<file path="src/rtl/bus_pkg.sv">
// Shared ADS bus definitions: transaction FSM states and default widths.
// Reused by the master port, slave memory and arbiter.
package bus_pkg;

    localparam int unsigned BUS_N   = 8;
    localparam int unsigned BUS_ADN = 12;

    typedef enum logic [2:0] {
        IDLE,
        REQ,
        ADDR,
        RWAIT,
        RDATA,
        DONE
    } busState_t;

endpackage

</file>
<file path="src/rtl/bus_shreg.sv">
// Shift register with parallel load, MSB-first serial out and LSB-side serial in.
// Load takes priority over shift.
module bus_shreg #(
    parameter int unsigned Width = 8
) (
    input  logic             clk,
    input  logic             rstn,
    input  logic             load,
    input  logic [Width-1:0] loadData,
    input  logic             shift,
    input  logic             serialIn,
    output logic             serialOut,
    output logic [Width-1:0] parallelOut
);

    logic [Width-1:0] dataQ;

    always_ff @(posedge clk or negedge rstn) begin
        if (!rstn) begin
            dataQ <= '0;
        end else if (load) begin
            dataQ <= loadData;
        end else if (shift) begin
            dataQ <= Width'({dataQ, serialIn});
        end
    end

    assign serialOut   = dataQ[Width-1];
    assign parallelOut = dataQ;

endmodule

</file>
<file path="src/rtl/bus_master_port.sv">
// ADS bus initiator: serializes a parallel read/write request onto the 1-bit bus
// and deserializes the slave's serial read response.
module bus_master_port
    import bus_pkg::*;
#(
    parameter int unsigned N       = BUS_N,
    parameter int unsigned ADN     = BUS_ADN,
    parameter int unsigned TIMEOUT = 64
) (
    input  logic           clk,
    input  logic           rstn,
    input  logic           req,
    input  logic           req_wren,
    input  logic [ADN-1:0] req_addr,
    input  logic [N-1:0]   req_wdata,
    output logic           req_ready,
    output logic           done,
    output logic [N-1:0]   rsp_rdata,
    output logic           rsp_err,
    output logic           valid,
    output logic           wren,
    output logic           addr_bit,
    output logic           wdata_bit,
    input  logic           slave_ready,
    input  logic           rd_valid,
    input  logic           rd_data
);

    localparam int unsigned CW = $clog2(ADN) + 1;
    localparam int unsigned TW = $clog2(TIMEOUT) + 1;

    localparam logic [CW-1:0] WSTART   = CW'(ADN - N);
    localparam logic [CW-1:0] LASTADDR = CW'(ADN - 1);
    localparam logic [CW-1:0] LASTBIT  = CW'(N - 1);
    localparam logic [TW-1:0] TLAST    = TW'(TIMEOUT - 1);

    busState_t      stateQ, stateD;
    logic [CW-1:0]  cntQ, cntD, cntInc;
    logic [TW-1:0]  tcntQ, tcntD;
    logic           validQ, validD;
    logic           wrenQ, wrenD;
    logic           addrBitQ, addrBitD;
    logic           wdataBitQ, wdataBitD;
    logic           doneQ, doneD;
    logic           errQ, errD;
    logic [N-1:0]   rdataQ, rdataD;

    logic           accept;
    logic           addrShift, wdataShift, rdShift;
    logic           addrSer, wdataSer;
    logic [N-1:0]   rdWord;

    assign req_ready = (stateQ == IDLE) && slave_ready;
    assign accept    = req_ready && req;
    assign cntInc    = cntQ + CW'(1);

    bus_shreg #(.Width(ADN)) uAddrShreg (
        .clk         (clk),
        .rstn        (rstn),
        .load        (accept),
        .loadData    (req_addr),
        .shift       (addrShift),
        .serialIn    (1'b0),
        .serialOut   (addrSer),
        .parallelOut ()
    );

    bus_shreg #(.Width(N)) uWdataShreg (
        .clk         (clk),
        .rstn        (rstn),
        .load        (accept),
        .loadData    (req_wdata),
        .shift       (wdataShift),
        .serialIn    (1'b0),
        .serialOut   (wdataSer),
        .parallelOut ()
    );

    bus_shreg #(.Width(N)) uRdataShreg (
        .clk         (clk),
        .rstn        (rstn),
        .load        (accept),
        .loadData    ('0),
        .shift       (rdShift),
        .serialIn    (rd_data),
        .serialOut   (),
        .parallelOut (rdWord)
    );

    // Next-state logic also computes the value every bus line takes in the next cycle,
    // so all outputs come straight from flops.
    always_comb begin
        stateD     = stateQ;
        cntD       = cntQ;
        tcntD      = tcntQ;
        validD     = 1'b0;
        wrenD      = wrenQ;
        addrBitD   = 1'b0;
        wdataBitD  = 1'b0;
        doneD      = 1'b0;
        errD       = 1'b0;
        rdataD     = rdataQ;
        addrShift  = 1'b0;
        wdataShift = 1'b0;
        rdShift    = 1'b0;

        unique case (stateQ)
            IDLE: begin
                if (accept) begin
                    stateD = REQ;
                    validD = 1'b1;
                    wrenD  = req_wren;
                    cntD   = '0;
                    tcntD  = '0;
                end
            end
            REQ: begin
                stateD    = ADDR;
                validD    = 1'b1;
                cntD      = '0;
                addrBitD  = addrSer;
                addrShift = 1'b1;
                if (WSTART == '0) begin
                    wdataBitD  = wdataSer;
                    wdataShift = 1'b1;
                end
            end
            ADDR: begin
                if (cntQ == LASTADDR) begin
                    if (wrenQ) begin
                        stateD = DONE;
                        doneD  = 1'b1;
                        wrenD  = 1'b0;
                    end else begin
                        stateD = RWAIT;
                        tcntD  = '0;
                    end
                end else begin
                    cntD      = cntInc;
                    validD    = 1'b1;
                    addrBitD  = addrSer;
                    addrShift = 1'b1;
                    // Write data is right-aligned to the end of the address phase.
                    if (cntInc >= WSTART) begin
                        wdataBitD  = wdataSer;
                        wdataShift = 1'b1;
                    end
                end
            end
            RWAIT: begin
                if (rd_valid) begin
                    stateD = RDATA;
                    cntD   = '0;
                end else if (tcntQ == TLAST) begin
                    stateD = DONE;
                    doneD  = 1'b1;
                    errD   = 1'b1;
                    rdataD = '0;
                    wrenD  = 1'b0;
                end else begin
                    tcntD = tcntQ + TW'(1);
                end
            end
            RDATA: begin
                rdShift = 1'b1;
                if (cntQ == LASTBIT) begin
                    stateD = DONE;
                    doneD  = 1'b1;
                    wrenD  = 1'b0;
                    rdataD = N'({rdWord, rd_data});
                end else begin
                    cntD = cntInc;
                end
            end
            DONE: begin
                stateD = IDLE;
                wrenD  = 1'b0;
            end
            default: begin
                stateD = IDLE;
                wrenD  = 1'b0;
            end
        endcase
    end

    always_ff @(posedge clk or negedge rstn) begin
        if (!rstn) begin
            stateQ    <= IDLE;
            cntQ      <= '0;
            tcntQ     <= '0;
            validQ    <= 1'b0;
            wrenQ     <= 1'b0;
            addrBitQ  <= 1'b0;
            wdataBitQ <= 1'b0;
            doneQ     <= 1'b0;
            errQ      <= 1'b0;
            rdataQ    <= '0;
        end else begin
            stateQ    <= stateD;
            cntQ      <= cntD;
            tcntQ     <= tcntD;
            validQ    <= validD;
            wrenQ     <= wrenD;
            addrBitQ  <= addrBitD;
            wdataBitQ <= wdataBitD;
            doneQ     <= doneD;
            errQ      <= errD;
            rdataQ    <= rdataD;
        end
    end

    assign valid     = validQ;
    assign wren      = wrenQ;
    assign addr_bit  = addrBitQ;
    assign wdata_bit = wdataBitQ;
    assign done      = doneQ;
    assign rsp_err   = errQ;
    assign rsp_rdata = rdataQ;

endmodule

</file>
<file path="config.mk">
export PLATFORM = sky130hd
export DESIGN_NAME = bus_master_port
export DESIGN_NICKNAME = d
export VERILOG_FILES = /design/src/rtl/bus_pkg.sv /design/src/rtl/bus_shreg.sv /design/src/rtl/bus_master_port.sv
export SDC_FILE = /design/constraint.sdc
export NUM_CORES = 1
export LEC_CHECK = 0
export ABC_AREA = 1
export CELL_PAD_IN_SITES_DETAIL_PLACEMENT = 1
export CELL_PAD_IN_SITES_GLOBAL_PLACEMENT = 1
export CORE_ASPECT_RATIO = 0.5
export CORE_UTILIZATION = 36
export DETAILED_ROUTE_END_ITERATION = 16
export PLACE_DENSITY = 0.76
export SETUP_SLACK_MARGIN = 0.05
export SLEW_MARGIN = 30
export SYNTH_ARGS = -nofsm -noshare
export SYNTH_HDL_FRONTEND = slang
export SYNTH_SLANG_ARGS = --single-unit
</file>
<file path="constraint.sdc">
create_clock -name clk -period 1.4 [get_ports clk]
set_input_delay 0.28 -clock clk [delete_from_list [all_inputs] [get_ports clk]]
set_output_delay 0.28 -clock clk [all_outputs]
set_load 0.05 [all_outputs]
</file>
==> flow_metrics.tcl, run 1 <==
set metrics [dict create \
    period_needed_ns 1.78 \
    numCtsBuffers 5 \
    drive_gt1_share_pct 45.9 \
    rsz0062_at_grt "yes" \
    nFillCells 828 \
    crit_type "flop to flop" \
    p_per_area_nw_per_um2 1770 \
    cts_max_level 2 \
    row_count 22 \
    via_per_inst 5.54 \
    fp.dieH_um 65.6 \
    coreArea_um2 7570 \
    drt_iter0_markers 254 \
    cts_tree "done" \
    arrival_ns 1.97 \
    drcViolationCount 0 \
    ys_ff_latch 56 \
    vias 3351 \
    yosysTopAreaCell "dfrtp_1" \
    cts_root_buf "clkbuf_16" \
    initial_core_util_pct 38.4 \
    worst_setup_path_start_kind "flop" \
    leakage_uw 0.00260 \
    hp-class "input port to asynchronous set/reset pin" \
    grt_max_degree 28 \
    hold_ws_ns 0.418 \
    cp_slowest_stage_delay_ns 0.47 \
    synth.top_cell.area_share_pct 48.2 \
    synth.net_count 403 \
    maxSlewViolCount 0 \
    status "finished, violations left" \
    ys.flop_type "dfrtp_1" \
    slew_headroom_pct 62.2 \
    firstDrtPassIters 4 \
    synth_area_leaders "dfrtp_1 48%, nand2_1 18%, nand3_1 5.7%, inv_1 5.5%, nor2_1 2.7%" \
    cp_data_required_time_ns 1.59 \
    die_w_um 129 \
    ys_seq_area_share_pct 48.2 \
    vdd_ir_drop_max_mv 0.931 \
    clock_skew_ns 0.0140 \
    grtUsageTotal_pct 28.0 \
    fin_nets 525 \
    fin_util_pct 68.3 \
    io_buffers 41 \
    top_layer "met4" \
    finalHoldViolCount 0 \
    synthArstFlopShare_pct 100 \
    grt-ovfl-total 0 \
    clock_sinks 56 \
    place_congestion 0.841 \
    ant_nets 0 \
    postSynthAreaPerCell_um2 7.78 \
    cp_max_fo 7 \
    violations "setup timing" \
    drv_cap 0 \
    grt_pass1_vias 3333 \
    finalSetupViolations 56 \
    die-area_um2 8470 \
    setup_slack_ns -0.378 \
    end_kind "flop" \
    met3_length_um 685 \
    met2WireLength_um 7170 \
    slowest_stage "dfrtp_2" \
    syn_area_um2 2910 \
    wirelength_met1_um 5940 \
    io_pins 42 \
    critical-path-top-delay-family "simple AND/OR/NAND/NOR gates" \
    fmax_mhz 562 \
    grt_pass1_wl_um 17700 \
    place_hpwl_um 6480 \
    syn_inst 374 \
    ys.warnings.count 0 \
    clock_latency_ns 0.32 \
    synth-edff-count 0 \
    synthDistinctLibCells 29 \
    path_buf_inv 3 \
    power_uw 9160 \
    cts.clk_slew.worst_paths_ns 0.08 \
    area_delta_synth_final_pct 77.6 \
    post-route-period-util_pct 127 \
    clock_path_buffers 2 \
    antenna_found_initial 0 \
    totalWireLength_um 14600 \
    wl_per_cell_um 24.1 \
    tightest_slew_ns 0.562 \
    crit_chain "nor2_4, nand2_4, buf_6, nor3_4, buf_12, buf_12, nand2_1, o211ai_1, nand2_1" \
    diodes 0 \
]
## worst reg2reg max path, stage by stage, from the launching register on
cell	delay, ns
dfrtp_2	0.47
nor2_4	0.17
nand2_4	0.08
buf_6	0.13
nor3_4	0.20
buf_12	0.16
buf_12	0.14
nand2_1	0.10
o211ai_1	0.12
nand2_1	0.10
## state kept, by name (all words and copies together) (netlist names), 3 cells and up
signal / count
cntQ: 5
rsp_rdata: 8
stateQ: 3
tcntQ: 7
uAddrShreg.parallelOut: 12
uRdataShreg.parallelOut: 7
uWdataShreg.parallelOut: 8
## cell type report
class | count | area [um^2] | share of cell area [%]
multi-input cells | 262 | 1800 | 34.9
repair buffers | 122 | 1460 | 28.3
flip-flops and latches | 56 | 1410 | 27.2
inverters | 49 | 214 | 4.14
well taps | 108 | 135 | 2.61
clock buffers | 5 | 125 | 2.42
clock inverters | 3 | 23.8 | 0.460
## logic make-up after synthesis
kind of cell               Yosys count  synth area share [%]
xor gates and xnor gates             4                  1.20
and+or+nand+nor                    220                  33.8
DFF                                 56                  48.2
adders and majority gates            2                 0.860
buffers and inverters               57                  8.43
AOI/OAI and AO/OA                   35                  7.52
## placed cells by master (no fill, tap or decap), types with 2 or more instances in the layout
master           count
inv_8                3
clkinvlp_4           2
nand2_1             90
buf_12              24
nand2_2             33
xnor2_1              2
inv_1               35
dfrtp_1             52
inv_2                8
nor2_4              10
o21ai_2              5
nor2_1              12
o211ai_1             9
o21ai_1              6
nor2_2               3
clkbuf_16            9
dfrtp_2              4
buf_6               23
inv_4                3
o21ai_0              2
nand4_1              8
nand3_4              3
nand3_2              9
nand2_4             21
nand3_1             23
buf_4               42
nand2_8              6
a21oi_4              3
a21oi_2              6
clkdlybuf4s50_1     24
## through the flow
stage / instance area, um^2 / worst slack (ns) / instances / setup TNS (ns)
floorplan: 2960 / -0.195 / 374 / -4.46
global placement: 4000 / -0.274 / 562 / -9.66
detailed placement: 4000 / -0.439 / 562 / -13.51
CTS: 4480 / -0.184 / 587 / -5.63
global route: 5170 / -0.405 / 605 / -14.79
finish: 5170 / -0.378 / 605 / -12.77
## layer usage
layer	GRT usage, %	vias up
met5	0	-
met4	12.5	0
met3	4.72	65
met2	50.4	136
met1	33.1	1714
li1	-	1436
## power breakdown
part | total [uW] | switching, uW | internal, uW | leakage [uW]
Clock | 1370 | 702 | 671 | 0.0000660
Sequential | 2400 | 369 | 2030 | 0.000748
Combinational | 5390 | 2990 | 2400 | 0.00179
## worst paths after layout
| check | from | to | slack (ns) | cells past startpoint |
|---|---|---|---|---|
| max | stateQ[0]$_DFFE_PN0P_ | uAddrShreg.parallelOut[7]$_DFFE_PN0P_ | -0.38 | 9 |
| min | rstn | uWdataShreg.parallelOut[3]$_DFFE_PN0P_ | 0.42 | 2 |
| max reg2reg | stateQ[0]$_DFFE_PN0P_ | uAddrShreg.parallelOut[7]$_DFFE_PN0P_ | -0.38 | 9 |
| min reg2reg | uAddrShreg.parallelOut[9]$_DFFE_PN0P_ | uAddrShreg.parallelOut[9]$_DFFE_PN0P_ | 0.52 | 2 |
| max in group asynchronous | rstn | stateQ[0]$_DFFE_PN0P_ | 0.51 | 3 |
| min in group clk | uAddrShreg.parallelOut[9]$_DFFE_PN0P_ | uAddrShreg.parallelOut[9]$_DFFE_PN0P_ | 0.52 | 2 |
## timing repair
action	CTS	global route
pin swaps	20	49
hold endpoints to repair	10	0
buffers inserted	14	16
gates resized for setup	58	119
setup endpoints to repair	57	57
gates cloned	2	4
hold buffers	1	0
## Yosys cell counts (2+ instances only)
cell type / number
nand2_1: 140
dfrtp_1: 56
inv_1: 43
nand3_1: 33
nor2_1: 21
a21oi_1: 10
o211ai_1: 9
o21ai_0: 9
nand4_1: 8
inv_2: 6
nand2_2: 5
buf_2: 4
nand2_4: 4
buf_6: 3
nor2_4: 3
o21ai_1: 3
xnor2_1: 3
ha_1: 2
nand3_2: 2
Note: power is estimated with default switching activity, not from simulation.
==> run 2, diff against run 1 <==
--- a/config.mk
+++ b/config.mk
@@ -9,9 +9,10 @@
 export CELL_PAD_IN_SITES_DETAIL_PLACEMENT = 1
 export CELL_PAD_IN_SITES_GLOBAL_PLACEMENT = 1
 export CORE_ASPECT_RATIO = 0.5
-export CORE_UTILIZATION = 36
+export CORE_UTILIZATION = 43
+export CTS_CLUSTER_SIZE = 30
 export DETAILED_ROUTE_END_ITERATION = 16
-export PLACE_DENSITY = 0.76
+export PLACE_DENSITY = 0.85
 export SETUP_SLACK_MARGIN = 0.05
 export SLEW_MARGIN = 30
 export SYNTH_ARGS = -nofsm -noshare
==> constraint.sdc (replaced) <==
create_clock -name clk -period 2.2 [get_ports clk]
set_input_delay 0.44 -clock clk [delete_from_list [all_inputs] [get_ports clk]]
set_output_delay 0.44 -clock clk [all_outputs]
set_load 0.05 [all_outputs]
==> run 2 against run 1 <==
Net effect:
- final cell count fell by 16%
- combinational power decreased by 70%
- via count decreased by 21%
- global-route usage decreased by 4.3 points
- clock skew fell by 0.0095 ns
- final area decreased by 30%
- the flow now finishes without violations
- first-iteration DRC count decreased by 70%
- die area is 16% lower
==> flow_metrics.tcl, run 2 (synthesized netlist as in run 1, its figures left out) <==
set metrics [dict create \
    worst_setup_path_start_kind "flop" \
    end_kind "primary output" \
    cp_max_fo 5 \
    final_common_cell "nand2_1" \
    period_needed_ns 2.01 \
    place_hpwl_um 5340 \
    grt_pass1_wl_um 12800 \
    slowest_stage "clkdlybuf4s50_1" \
    leakage_uw 0.00189 \
    crit_type "flop to primary output" \
    drive_gt1_share_pct 9.50 \
    finalSetupViolations 0 \
    fin_tns_setup_ns 0 \
    met1_usage_pct 27.4 \
    grt_max_degree 57 \
    fp.dieH_um 60.2 \
    cts_root_buf "clkbuf_16" \
    reg2reg_depth 9 \
    nFillCells 804 \
    firstDrtPassIters 4 \
    die-area_um2 7120 \
    regArea_um2 1400 \
    die_w_um 118 \
    initial_core_util_pct 46.2 \
    r2r_start "tcntQ[0]$_DFFE_PN0P_" \
    antenna_found_initial 0 \
    drcViolationCount 0 \
    hp-class "input port to asynchronous set/reset pin" \
    drt_iter0_markers 77 \
    grt-ovfl-total 0 \
    grt_pass1_vias 2708 \
    slew_headroom_pct 66.5 \
    r2r_end "tcntQ[2]$_DFFE_PN0P_" \
    fmax_mhz 498 \
    critical-path-top-delay-family "buffers and inverters" \
    cp_slowest_stage_delay_ns 0.83 \
    wl_per_cell_um 15.3 \
    clock_sinks 56 \
    area_delta_synth_final_pct 24.2 \
    vdd_ir_drop_max_mv 0.448 \
    multi_input_area_um2 1260 \
    drv_cap 0 \
    status "finished, final reports clean" \
    diodes 0 \
    gr-usage-met3_pct 4.87 \
    finalHoldViolCount 0 \
    clock_skew_ns 0.00444 \
    tightest_slew_ns 0.501 \
    largest_reg_flops 12 \
    place_congestion 0.912 \
    p_per_area_nw_per_um2 1110 \
    ff2ff_setup_slack_ns 0.35 \
    clock_latency_ns 0.30 \
    maxSlewViolCount 0 \
    path_buf_inv 1 \
    io_buffers 41 \
    totalWireLength_um 7770 \
    grtUsageTotal_pct 23.7 \
    crit_chain "clkdlybuf4s50_1" \
    cts.clk_slew.worst_paths_ns 0.07 \
    via_per_inst 5.17 \
    row_count 20 \
    numCtsBuffers 5 \
    arrival_ns 1.57 \
    top_usage_layer "met2" \
    place_ws_ns 0.132 \
    post-route-period-util_pct 91.3 \
    coreArea_um2 6310 \
    cts_max_level 2 \
    rsz0062_at_grt "no" \
    setup_slack_ns 0.191 \
    clock_path_buffers 2 \
    io_pins 42 \
    cp_data_required_time_ns 1.76 \
    cts_tree "done" \
    final_cell_mix "140 x nand2_1, 56 x dfrtp_1, 43 x inv_1" \
    grt_use_met2_pct 44.3 \
    hold_buffers 0 \
    post-cts-setup-buffer-count 0 \
    fin_nets 449 \
    ant_nets 0 \
    vias 2633 \
    cts_resized 0 \
]
[run 2: report_power, final]
group / switching (uW) / internal, uW
Combinational: 1070 / 556
Sequential: 184 / 1280
Clock: 395 / 542
Total: 1640 / 2380
[run 2: metal layers]
| layer | share of wire [%] | vias up |
|---|---|---|
| met5 | 0 | - |
| met4 | 1.9 | 0 |
| met3 | 3.3 | 16 |
| met2 | 50 | 51 |
| met1 | 45 | 1295 |
| li1 | - | 1271 |
[run 2: how the worst max path moves through the flow]
stage	from	end	slack, ns	cells past startpoint
after floorplan	stateQ[1]$_DFFE_PN0P_	uAddrShreg.parallelOut[1]$_DFFE_PN0P_	0.56	7
after global placement	req	tcntQ[6]$_DFFE_PN0P_	0.21	7
after detailed placement	req	tcntQ[6]$_DFFE_PN0P_	0.13	7
after CTS	wren$_DFFE_PN0P_	wren	0.18	1
after global routing	wren$_DFFE_PN0P_	wren	0.15	1
final	wren$_DFFE_PN0P_	wren	0.19	1
[run 2: metrics by stage]
stage | hold WS [ns] | power, uW | area, um^2 | std cells | util [%]
after global routing | 0.153 | 4290 | 3620 | 509 | 57.3
final | 0.132 | 4030 | 3620 | 509 | 57.3
after global placement | 0.455 | 2970 | 3440 | 501 | 54.6
after CTS | 0.153 | 4050 | 3620 | 509 | 57.3
after detailed placement | 0.466 | 3080 | 3440 | 501 | 54.6
after floorplan | 0.144 | 2590 | 2910 | 374 | -
[run 2: final cells by class]
cell class | count | area share [%]
well taps | 88 | 3.04
clock buffers | 5 | 3.46
multi-input cells | 261 | 34.9
inverters | 49 | 5.09
clock inverters | 3 | 1.28
repair buffers | 47 | 13.4
flip-flops and latches | 56 | 38.8
[run 2: worst reg2reg max path: stages (launching register included)]
cell and delay (ns):
dfrtp_1 0.42, ha_1 0.25, inv_1 0.08, nor2_1 0.07, nand2_1 0.21, nor2_1 0.11, nor2_2 0.29, nand2_4 0.14
nand2_1 0.11, nand2_1 0.07
==> run 3, diff against run 2 <==
--- a/config.mk
+++ b/config.mk
@@ -12,7 +12,8 @@
 export CORE_UTILIZATION = 43
 export CTS_CLUSTER_SIZE = 30
 export DETAILED_ROUTE_END_ITERATION = 16
-export PLACE_DENSITY = 0.85
+export DONT_BUFFER_PORTS = 1
+export PLACE_DENSITY = 0.74
 export SETUP_SLACK_MARGIN = 0.05
 export SLEW_MARGIN = 30
 export SYNTH_ARGS = -nofsm -noshare
==> constraint.sdc (replaced) <==
create_clock -name clk -period 2.2 [get_ports clk]
set_input_delay 0.44 -clock clk [delete_from_list [all_inputs] [get_ports clk]]
set_output_delay 0.44 -clock clk [all_outputs]
set_load 0.01 [all_outputs]
==> run 3 against run 2 <==
Net effect:
- via count is 11% lower
- sequential cell count did not move
- global-route usage down 2.2 points
- critical path type is now flop to flop
- highest routed layer unchanged
==> flow_metrics.tcl, run 3 (synthesized netlist as in run 1, its figures left out) <==
set metrics [dict create \
    p_per_area_nw_per_um2 1130 \
    fin_tns_setup_ns 0 \
    met3_length_um 294 \
    diodes 0 \
    via_per_inst 5.05 \
    wirelength_met1_um 3190 \
    clock_latency_ns 0.30 \
    rsz0062_at_grt "no" \
    cts_root_buf "clkbuf_16" \
    drt_iter0_markers 86 \
    clock_skew_ns 0.00513 \
    end_kind "flop" \
    grt-ovfl-total 0 \
    grtUsageTotal_pct 21.5 \
    place_congestion 0.836 \
    drive_gt1_share_pct 8.75 \
    ant_nets 0 \
    status "finished, final reports clean" \
    grt_pass1_wl_um 11700 \
    io_pins 42 \
    row_count 20 \
    initial_core_util_pct 46.2 \
    grt_pass1_vias 2497 \
    die_w_um 118 \
    worst_setup_path_start_kind "flop" \
    fmax_mhz 544 \
    drv_cap 0 \
    vias 2349 \
    finalHoldViolCount 0 \
    drcViolationCount 0 \
    wl_per_cell_um 14.5 \
    place_hpwl_um 4930 \
    period_needed_ns 1.84 \
    reg2reg_depth 8 \
    coreArea_um2 6310 \
    crit_type "flop to flop" \
    maxSlewViolCount 0 \
    vdd_ir_drop_max_mv 0.431 \
    r2r_end "uAddrShreg.parallelOut[6]$_DFFE_PN0P_" \
    multi_input_area_um2 1260 \
    cp_data_required_time_ns 2.38 \
    leakage_uw 0.00171 \
    cp_max_fo 24 \
    arrival_ns 2.01 \
    r2r_start "stateQ[1]$_DFFE_PN0P_" \
    met2WireLength_um 3170 \
    final_cell_mix "140 x nand2_1, 56 x dfrtp_1, 43 x inv_1" \
    firstDrtPassIters 4 \
    final_common_cell "nand2_1" \
    area_delta_synth_final_pct 8.17 \
    io_buffers 0 \
    numCtsBuffers 5 \
    largest_reg_flops 12 \
    ff2ff_setup_slack_ns 0.36 \
    finalSetupViolations 0 \
    regArea_um2 1400 \
    nFillCells 809 \
    totalWireLength_um 6720 \
    cts_max_level 2 \
    tightest_slew_ns 0.387 \
    setup_slack_ns 0.362 \
    fp.dieH_um 60.2 \
    clock_sinks 56 \
    fin_nets 405 \
    place_ws_ns 0.359 \
    top_layer "met4" \
    die-area_um2 7120 \
    hp-class "input port to asynchronous set/reset pin" \
    cts_tree "done" \
    clock_path_buffers 2 \
    cts.clk_slew.worst_paths_ns 0.07 \
    grt_max_degree 57 \
    post-route-period-util_pct 83.5 \
    slew_headroom_pct 74.2 \
    cts_resized 0 \
    antenna_found_initial 0 \
]
## run 3: power breakdown
group	switching, uW	internal, uW
clock	355	455
combinational	865	398
sequential	198	1280
total	1420	2140
## run 3: layout make-up
| class | count | share of cell area, % |
|---|---|---|
| tap | 88 | 3.50 |
| inverter | 49 | 5.84 |
| timing repair buffer | 3 | 1.35 |
| multi-input combinational | 261 | 40.1 |
| sequential | 56 | 44.5 |
| clock buffer | 8 | 4.65 |
## run 3: metrics by stage
stage | utilization [%] | hold WS, ns | instance area (um^2) | total power, uW | std cells
final | 49.9 | 0.00349 | 3150 | 3560 | 465
after floorplan | - | 0.144 | 2910 | 2480 | 374
after global placement | 47.2 | 0.146 | 2970 | 2670 | 456
after global routing | 49.9 | 0.0184 | 3150 | 3840 | 465
after CTS | 49.9 | 0.0166 | 3150 | 3600 | 465
after detailed placement | 47.2 | 0.146 | 2970 | 2750 | 456
## run 3: how the worst max path moves through the flow
stage                                startpoint                                    end  slack [ns]
after floorplan            tcntQ[0]$_DFFE_PN0P_                   tcntQ[6]$_DFFE_PN0P_        0.68
after global placement    stateQ[1]$_DFFE_PN0P_  uAddrShreg.parallelOut[1]$_DFFE_PN0P_        0.44
after detailed placement  stateQ[1]$_DFFE_PN0P_  uAddrShreg.parallelOut[6]$_DFFE_PN0P_        0.36
after CTS                 stateQ[1]$_DFFE_PN0P_  uAddrShreg.parallelOut[6]$_DFFE_PN0P_        0.34
after global routing      stateQ[1]$_DFFE_PN0P_  uAddrShreg.parallelOut[8]$_DFFE_PN0P_        0.21
final                     stateQ[1]$_DFFE_PN0P_  uAddrShreg.parallelOut[6]$_DFFE_PN0P_        0.36
## run 3: repair_timing
action | in CTS | in global routing
endpoints found under the hold margin | 56 | 0
hold buffers | 1 | 0
setup buffers | 0 | 0
## run 3: worst max-delay path: stages, from the launching register on
cell and delay (ns):
dfrtp_1 0.48, nor2_4 0.20, nand2_4 0.09, nor2_4 0.16, nand2_4 0.19, nand3_2 0.29
inv_2 0.16, nand2_1 0.09, nand2_1 0.06
## run 3: routing by layer
metal | GRT usage, % | up-vias
li1 | - | 1176
met1 | 26.2 | 1125
met2 | 38.6 | 41
met3 | 5.25 | 7
met4 | 6.78 | 0
met5 | 0 | -
